## src/rtl/cpu_axi_pkg.sv

```systemverilog
// Shared definitions for the CPU-to-AXI3 bridge: size codes, AXI ids,
// FSM state encodings and the write-strobe decode.
package cpu_axi_pkg;

  localparam logic [1:0] SIZE_BYTE = 2'd0;
  localparam logic [1:0] SIZE_HALF = 2'd1;
  localparam logic [1:0] SIZE_WORD = 2'd2;

  localparam int ARID_INST = 0;
  localparam int ARID_DATA = 1;

  typedef enum logic [1:0] {
    R_IDLE = 2'd0,
    R_AR   = 2'd1,
    R_R    = 2'd2
  } rstate_t;

  typedef enum logic [1:0] {
    W_IDLE = 2'd0,
    W_AW_W = 2'd1,
    W_B    = 2'd2
  } wstate_t;

  // Size code 3 is not issued by the core; it falls through to a full word.
  function automatic logic [3:0] wstrb_decode(input logic [1:0] size,
                                              input logic [1:0] addr_lo);
    case (size)
      SIZE_BYTE: wstrb_decode = 4'b0001 << addr_lo;
      SIZE_HALF: wstrb_decode = 4'b0011 << {addr_lo[1], 1'b0};
      default:   wstrb_decode = 4'b1111;
    endcase
  endfunction

endpackage

```

## src/rtl/axi_wstrb_gen.sv

```systemverilog
// Byte-lane strobe generator for 32-bit single-beat writes.
module axi_wstrb_gen
  import cpu_axi_pkg::*;
(
  input  logic [1:0] size,
  input  logic [1:0] addr_lo,
  output logic [3:0] wstrb
);

  assign wstrb = wstrb_decode(size, addr_lo);

endmodule

```

## src/rtl/cpu_axi_bridge.sv

```systemverilog
// Converts the core's sram-like inst/data ports into one AXI3 master.
// Optional macro AXI_BRIDGE_RAW_CHECK_EN narrows read-after-write blocking to a word-address match.
module cpu_axi_bridge
  import cpu_axi_pkg::*;
#(
  parameter int ADDR_W = 32,
  parameter int DATA_W = 32,
  parameter int ID_W   = 4
)(
  input  logic              clk,
  input  logic              resetn,
  input  logic              inst_req,
  input  logic              inst_wr,
  input  logic [1:0]        inst_size,
  input  logic [ADDR_W-1:0] inst_addr,
  output logic              inst_addr_ok,
  output logic              inst_data_ok,
  output logic [DATA_W-1:0] inst_rdata,
  input  logic              data_req,
  input  logic              data_wr,
  input  logic [1:0]        data_size,
  input  logic [ADDR_W-1:0] data_addr,
  input  logic [DATA_W-1:0] data_wdata,
  output logic              data_addr_ok,
  output logic              data_data_ok,
  output logic [DATA_W-1:0] data_rdata,
  output logic [ID_W-1:0]   arid,
  output logic [ADDR_W-1:0] araddr,
  output logic [3:0]        arlen,
  output logic [2:0]        arsize,
  output logic [1:0]        arburst,
  output logic              arvalid,
  input  logic              arready,
  input  logic [ID_W-1:0]   rid,
  input  logic [DATA_W-1:0] rdata,
  input  logic              rvalid,
  output logic              rready,
  output logic [ID_W-1:0]   awid,
  output logic [ADDR_W-1:0] awaddr,
  output logic [3:0]        awlen,
  output logic [2:0]        awsize,
  output logic [1:0]        awburst,
  output logic              awvalid,
  input  logic              awready,
  output logic [DATA_W-1:0] wdata,
  output logic [3:0]        wstrb,
  output logic              wlast,
  output logic              wvalid,
  input  logic              wready,
  input  logic              bvalid,
  output logic              bready
);

  rstate_t r_state, r_next;
  wstate_t w_state, w_next;

  logic [ID_W-1:0]   ar_id_r;
  logic [ADDR_W-1:0] ar_addr_r;
  logic [1:0]        ar_size_r;
  logic [ADDR_W-1:0] aw_addr_r;
  logic [1:0]        aw_size_r;
  logic [DATA_W-1:0] wdata_r;
  logic [3:0]        wstrb_r;
  logic [3:0]        wstrb_new;

  logic raw_block;
  logic data_rd_go, inst_rd_go, data_wr_go;
  logic r_fire, r_is_data, b_fire;
  logic aw_pend, w_pend;
  logic data_rd_ok, wr_ok, wr_defer;

`ifdef AXI_BRIDGE_RAW_CHECK_EN
  assign raw_block = (w_state != W_IDLE) &&
                     (data_addr[ADDR_W-1:2] == aw_addr_r[ADDR_W-1:2]);
`else
  assign raw_block = (w_state != W_IDLE);
`endif

  assign data_rd_go = (r_state == R_IDLE) & data_req & ~data_wr & ~raw_block;
  assign inst_rd_go = (r_state == R_IDLE) & inst_req & ~inst_wr & ~data_rd_go;
  assign data_wr_go = (w_state == W_IDLE) & data_req & data_wr;

  assign r_fire    = (r_state == R_R) & rvalid;
  assign r_is_data = (rid == ID_W'(ARID_DATA));
  assign b_fire    = (w_state == W_B) & bvalid;

  // ---------------- read FSM ----------------
  always_ff @(posedge clk) begin
    if (!resetn) r_state <= R_IDLE;
    else         r_state <= r_next;
  end

  always_comb begin
    r_next = r_state;
    case (r_state)
      R_IDLE:  if (data_rd_go | inst_rd_go) r_next = R_AR;
      R_AR:    if (arready) r_next = R_R;
      R_R:     if (rvalid) r_next = R_IDLE;
      default: r_next = R_IDLE;
    endcase
  end

  always_comb begin
    arvalid      = (r_state == R_AR);
    rready       = (r_state == R_R);
    inst_addr_ok = inst_rd_go;
    data_addr_ok = data_rd_go | data_wr_go;
  end

  always_ff @(posedge clk) begin
    if (data_rd_go) begin
      ar_id_r   <= ID_W'(ARID_DATA);
      ar_addr_r <= data_addr;
      ar_size_r <= data_size;
    end else if (inst_rd_go) begin
      ar_id_r   <= ID_W'(ARID_INST);
      ar_addr_r <= inst_addr;
      ar_size_r <= inst_size;
    end
  end

  always_ff @(posedge clk) begin
    if (!resetn) begin
      inst_data_ok <= 1'b0;
      data_rd_ok   <= 1'b0;
      inst_rdata   <= '0;
      data_rdata   <= '0;
    end else begin
      inst_data_ok <= r_fire & ~r_is_data;
      data_rd_ok   <= r_fire & r_is_data;
      if (r_fire & r_is_data)  data_rdata <= rdata;
      if (r_fire & ~r_is_data) inst_rdata <= rdata;
    end
  end

  // ---------------- write FSM ----------------
  always_ff @(posedge clk) begin
    if (!resetn) w_state <= W_IDLE;
    else         w_state <= w_next;
  end

  always_comb begin
    w_next = w_state;
    case (w_state)
      W_IDLE:  if (data_wr_go) w_next = W_AW_W;
      W_AW_W:  if ((~aw_pend | awready) & (~w_pend | wready)) w_next = W_B;
      W_B:     if (bvalid) w_next = W_IDLE;
      default: w_next = W_IDLE;
    endcase
  end

  always_comb begin
    awvalid = (w_state == W_AW_W) & aw_pend;
    wvalid  = (w_state == W_AW_W) & w_pend;
    bready  = (w_state == W_B);
  end

  always_ff @(posedge clk) begin
    if (!resetn) begin
      aw_pend <= 1'b0;
      w_pend  <= 1'b0;
    end else if (data_wr_go) begin
      aw_pend <= 1'b1;
      w_pend  <= 1'b1;
    end else begin
      if (awvalid & awready) aw_pend <= 1'b0;
      if (wvalid & wready)   w_pend  <= 1'b0;
    end
  end

  axi_wstrb_gen u_wstrb (
    .size    (data_size),
    .addr_lo (data_addr[1:0]),
    .wstrb   (wstrb_new)
  );

  always_ff @(posedge clk) begin
    if (data_wr_go) begin
      aw_addr_r <= data_addr;
      aw_size_r <= data_size;
      wdata_r   <= data_wdata;
      wstrb_r   <= wstrb_new;
    end
  end

  // A write response colliding with a data-port read response slips one cycle.
  always_ff @(posedge clk) begin
    if (!resetn) begin
      wr_ok    <= 1'b0;
      wr_defer <= 1'b0;
    end else begin
      wr_ok    <= (b_fire & ~(r_fire & r_is_data)) | wr_defer;
      wr_defer <= b_fire & r_fire & r_is_data;
    end
  end

  assign data_data_ok = data_rd_ok | wr_ok;

  assign arid    = ar_id_r;
  assign araddr  = ar_addr_r;
  assign arlen   = 4'd0;
  assign arsize  = {1'b0, ar_size_r};
  assign arburst = 2'b01;
  assign awid    = ID_W'(ARID_DATA);
  assign awaddr  = aw_addr_r;
  assign awlen   = 4'd0;
  assign awsize  = {1'b0, aw_size_r};
  assign awburst = 2'b01;
  assign wdata   = wdata_r;
  assign wstrb   = wstrb_r;
  assign wlast   = 1'b1;

endmodule

```

## config.mk

```make
export PLATFORM = sky130hd
export DESIGN_NAME = cpu_axi_bridge
export DESIGN_NICKNAME = d
export VERILOG_FILES = /design/src/rtl/cpu_axi_pkg.sv /design/src/rtl/axi_wstrb_gen.sv /design/src/rtl/cpu_axi_bridge.sv
export SDC_FILE = /design/constraint.sdc
export NUM_CORES = 1
export LEC_CHECK = 0
export BUFFER_PORTS_ARGS = -buffer_cell sky130_fd_sc_hd__buf_4
export CAP_MARGIN = 20
export CORE_AREA = 5 5 133 135
export DETAILED_ROUTE_END_ITERATION = 12
export DIE_AREA = 0 0 138 140
export PLACE_DENSITY = 0.74
export SETUP_SLACK_MARGIN = 0.5
export SLEW_MARGIN = 20
export SYNTH_ARGS = -nofsm -noshare
export SYNTH_HDL_FRONTEND = slang
export SYNTH_SLANG_ARGS = --single-unit
```

## constraint.sdc

```tcl
create_clock -name clk -period 2.8 [get_ports clk]
set_input_delay 0.14 -clock clk [delete_from_list [all_inputs] [get_ports clk]]
set_output_delay 0.14 -clock clk [all_outputs]
set_load 0.03 [all_outputs]
```

; Word-level counts from Yosys, hierarchy flattened
; Cells that the tools add are included.
[op_classes]
n_eq_ne = 12
shifts = 2
muxes = 17
bitwise = 34
reduce_logical = 9
[op_table]
columns = operator, n
row1 = 32-bit 2-to-1 mux, 2
row2 = 1-bit bitwise AND, 20
row3 = 2-bit 2-to-1 mux, 8
row4 = 2-bit case mux with 3 select lines, 2
row5 = "2-bit != test, second input constant", 4
row6 = 1-bit NOT, 8
row7 = 4-bit case mux with 2 select lines, 1
row8 = 2-bit nonzero test, 4
row9 = "2-bit by 1-bit equality test with 1-bit output, second input constant", 3
row10 = 2-bit logical NOT, 3
row11 = 1-bit OR, 6
row12 = 3-bit AND reduction, 2
row13 = "2-bit equality test, second input constant", 2
row14 = "4-bit by 1-bit equality test with 1-bit output, second input constant", 1
row15 = 1-bit 2-to-1 mux, 4
row16 = "2-bit by 1-bit != test with 1-bit output, second input constant", 2
row17 = "1-bit by 2-bit << shifter with 4-bit output, first input constant", 1
row18 = "2-bit by 2-bit << shifter with 4-bit output, first input constant", 1
[word_totals]
regBits = 179
out_inout_bits = 200
wordCells = 91

; Logic depth before layout (Yosys ltp)
[depth]
depth_word = 9
mapped_depth = 5
mapped_depth_nobuf = 3

; Cells and area by module
; Synthesis repeated with hierarchy kept, for this count alone.
[unflattened]
hier_cells = 472
area_unflattened_um2 = 6754.0
[modules_own_cells]
columns = mod, n_inst, cells_each, area_per_inst_um2, seq_area_each_um2
row1 = cpu_axi_bridge, 1, 465, 6702.7, 4624.4
row2 = axi_wstrb_gen, 1, 7, 51.3, 0.0

; Worst setup path after synthesis
; OpenSTA, ideal clock, no wires.
[synth_timing]
path_type = register to register
startpoint = register w_state[1]
endpoint = register aw_size_r[0] (enable)
setup_ns = 0.424
t_arrival_ns = 1.950
t_required_ns = 2.376
setup_slack_ns = 0.426
stages_incl_launch_ff = 4
n_path_buf = 0
path_cell_list = dfxtp_1 > nor2_1 > nand3_1 > inv_1
[synth_between]
elab_chain_len = 3
[synth_lines]
columns = element, line_no
row1 = from (decl), cpu_axi_bridge.sv:55  ; wstate_t w_state, w_next;
row2 = from (signal assigned), cpu_axi_bridge.sv:139  ; else w_state <= w_next;
row3 = 2-bit logical NOT, cpu_axi_bridge.sv:81  ; assign data_wr_go = (w_state == W_IDLE) & data_req & data_wr;
row4 = 1-bit bitwise AND (2 in a row), cpu_axi_bridge.sv:81
row5 = net data_wr_go, cpu_axi_bridge.sv:67  ; logic data_rd_go, inst_rd_go, data_wr_go;
row6 = to (signal assigned), cpu_axi_bridge.sv:180  ; aw_size_r <= data_size;
row7 = to (decl), cpu_axi_bridge.sv:61  ; logic [1:0] aw_size_r;
; The timed path passes the listed nets, and every way through them passes these cells.
; A chain may end at the register's enable or synchronous reset.

; Worst setup path after layout
[layout_timing]
startpoint = register w_state[1]
endpoint = output port data_addr_ok
[layout_between]
elab_chain_len = 4
word_cells_on_any_way = 7
cone_classes = bitwise: 5 / reduce/logical: 2
[layout_lines]
columns = element, line_no
row1 = 2-bit logical NOT or 2-bit nonzero test (tied branches), "cpu_axi_bridge.sv:81, cpu_axi_bridge.sv:76"
row2 = 1-bit bitwise AND or 1-bit NOT (tied branches), "cpu_axi_bridge.sv:81, cpu_axi_bridge.sv:79"
row3 = 1-bit bitwise AND (on tied branches), "cpu_axi_bridge.sv:81, cpu_axi_bridge.sv:79"
row4 = 1-bit OR *, cpu_axi_bridge.sv:107  ; data_addr_ok = data_rd_go | data_wr_go;
row5 = to (decl), cpu_axi_bridge.sv:24  ; output logic data_addr_ok,
; Mark *: on every way between the ends. The rest lies on a longest branch, timed or not.

==> run_results.csv <==
group,metric,value,unit
placed_design,dp_hpwl,15.3,mm
worst_setup_path,r2r_start,"r_state[1]",
power,p_leak,4.65,nW
synthesis,ys_warn_count,0,
routing,drtPass1Iterations,4,
clocking,cts_sinks,179,
worst_setup_path,critPathLaunchType,"register",
run_status,run_status,"finished, final reports clean",
routing,top_layer,"met4",
timing,rsz0062_at_grt,"false",
finish,diodes,0,
timing,fin_tns_setup,0,ps
job,drv_cap,0,
routing,wl_per_cell,19.4,um
synthesis,synth_mux_area_frac,0.161,
synthesis,yosys.area.top_type,"edfxtp_1",
floorplan,ios,347,
global_routing,grt_pass1_vias,5561,
global_routing,antenna_found_initial,0,
routing,vias,5248,
clocking,numCtsBuffers,17,
routing,drt_iter0_markers,199,
clocking,htree_levels,4,
routing,drt_wl_total,21.6,mm
timing,slew_headroom,0.500,
routing,via_per_inst,4.70,
finish,register_area,4620,um2
min_path,worstHoldPathType,"input port to register",
clocking,cts_resized,0,
clocking,clk_latency,430,ps
floorplan,die_x,138,um
placed_design,place_congestion,0.960,
routing,drtAntennaViolNets,0,
clocking,cts_root_buf,"clkbuf_16",
global_routing,grt_pass1_wl,32.5,mm
worst_setup_path,crit_arrival,1980,ps
finish,drive_above_1_share,0.456,
synthesis,synth_compound_area_frac,0.0147,
floorplan,start_util,0.413,
worst_setup_path,critical_path_class,"register to output port",
worst_setup_path,cp_max_fo,37,
worst_setup_path,worst_ep_required_time,2660,ps
finish,fillers,1158,
timing,layout_setup_ws,678,ps
synthesis,netlist_area,6750,um2
clocking,cts_tree,"yes",
synthesis,synth_flop_cell,"edfxtp_1",
synthesis,synth_seq_cells,179,
synthesis,synth_fa_ha_area_frac,0,
timing,timing_hold_violations_final,0,
synthesis,avgSynthCellArea,14.3,um2
clocking,post_cts_buffers,0,
floorplan,dieArea,19300,um2
power,ir_worst_vdd,387,uV
synthesis,yosysMostFrequentCell,"edfxtp_1",
timing,min_period_over_period,0.758,
synthesis,synth_top_family_by_area,"multiplexers",
global_routing,track_usage,0.216,
clocking,path_clk_slew,80,ps
timing,fin_crit,2120,ps
floorplan,rows,47,
synthesis,ys_top_cells_by_area,"edfxtp_1 (46%), dfxtp_1 (22%), mux2i_1 (9.5%)",
worst_setup_path,cp-startpoint,"w_state[1]",
floorplan,core,16300,um2
finish,area_delta_synth_final,60.5,%
timing,worstMarginPinSlew,750,ps
worst_setup_path,crit_path_end_kind,"output port",
placed_design,dpl_worst_slack,818,ps
synthesis,synthDistinctLibCells,37,
clocking,hold_buffers,85,
power,p_per_area,601,nW/um2
timing,max_freq,471,MHz
timing,setup_viol,0,
routing,drc,0,
routing,wl_met1,7.85,mm
finish,fin_nets,1031,
synthesis,syn_inst,472,
global_routing,grt_max_degree,71,
min_path,min-delay-start,"rdata[0]",
placed_design,port_buffers,324,
synthesis,synth_top_area_share,0.463,
routing,wl_met3,2.19,mm
synthesis,synth-simple-area-share,0.0890,
timing,finClkSkew,15.7,ps
floorplan,die_h,140,um
synthesis,async_reset_ff_frac,0,
synthesis,synth_xor_area_frac,0,
routing,route.met2.wl,11.3,mm
global_routing,gr-total-overflow,0,
synthesis,seq_area_frac_synth,0.685,
synthesis,synth_edf_count,104,
synthesis,synthTopCellsByCount,"edfxtp_1 (104), nand2_1 (102), dfxtp_1 (75), mux2i_1 (64), buf_4 (23)",
clocking,cts_buffer_depth,2,
timing,slew_viol_final,0,
finish,multi_input_area,1880,um2
[cells in the final DEF (no fill, tap or decap), drive strengths merged, types with 2 or more instances in the layout]
| cell type | netlist | layout |
|---|---|---|
| o21bai | 2 | 2 |
| a21bo | 2 | 2 |
| nor2b | 6 | 6 |
| nor2 | 10 | 10 |
| nand3 | 2 | 2 |
| buf | 32 | 331 |
| bufinv | 0 | 3 |
| dlygate4sd3 | 0 | 85 |
| clkbuf | 11 | 21 |
| o21ai | 2 | 2 |
| dfxtp | 75 | 75 |
| and2 | 2 | 2 |
| conb | 2 | 22 |
| nand2b | 2 | 2 |
| or4b | 2 | 2 |
| a21o | 2 | 2 |
| edfxtp | 104 | 104 |
| clkinv | 0 | 4 |
| nor4b | 2 | 2 |
| inv | 4 | 7 |
| mux2 | 34 | 34 |
| a21oi | 3 | 3 |
| nand2 | 102 | 102 |
| mux2i | 64 | 64 |
[sequential cells by signal (all words and copies together), names as in the netlist, 2 cells and up]
name,count
awaddr,32
inst_rdata,32
data_rdata,32
r_state,2
aw_size_r,2
ar_size_r,2
w_state,2
araddr,32
wstrb,4
wdata,32
[final timing paths]
path                        end  slack [ps]  cells past startpoint
hold / removal    data_rdata[0]          10                      3
setup reg to reg      araddr[6]         820                      3
setup / recovery   data_addr_ok         680                      5
hold reg to reg           wr_ok         420                      2
[cells by family after synthesis]
logic type | Yosys count
buf+inv | 47
mux | 98
compound gates | 14
simple gates | 132
flops | 179
other cells | 2
[cell type report]
class / instances / share of cell area
flip-flops and latches: 179 / 0.427
repair buffers: 416 / 0.311
multi-input cells: 266 / 0.173
clock inverters: 11 / 0.0128
clock buffers: 21 / 0.0485
inverters: 4 / 0.00173
well taps: 220 / 0.0254
[stage by stage]
step | instance area [um2] | std cells | hold WS [ps] | total power [mW] | util
after floorplan | 6830 | 492 | 239 | 3.49 | -
after global placement | 9280 | 999 | 319 | 3.85 | 0.568
after detailed placement | 9310 | 1000 | 319 | 3.87 | 0.570
after CTS | 10800 | 1117 | 0.249 | 6.54 | 0.662
after global routing | 10800 | 1117 | 1.38 | 6.72 | 0.662
final | 10800 | 1117 | 11.2 | 6.51 | 0.662
[where the power goes]
part           internal [mW]  switching [mW]
Combinational          0.429           0.527
Clock                   1.55            1.04
Sequential              2.92          0.0418
Total                   4.90            1.61
[per-layer routing]
metal	vias to the layer above	track usage
met4	0	0.0577
met5	-	0
met2	257	0.389
met1	2549	0.234
li1	2428	-
met3	14	0.0903
[worst max-delay path: stages (launching register included)]
cell and delay, ps:
dfxtp_1 340, nor4b_2 470, nand2_2 110, buf_4 310
nand2_1 150, buf_4 170
(Power assumes the default switching activity.)
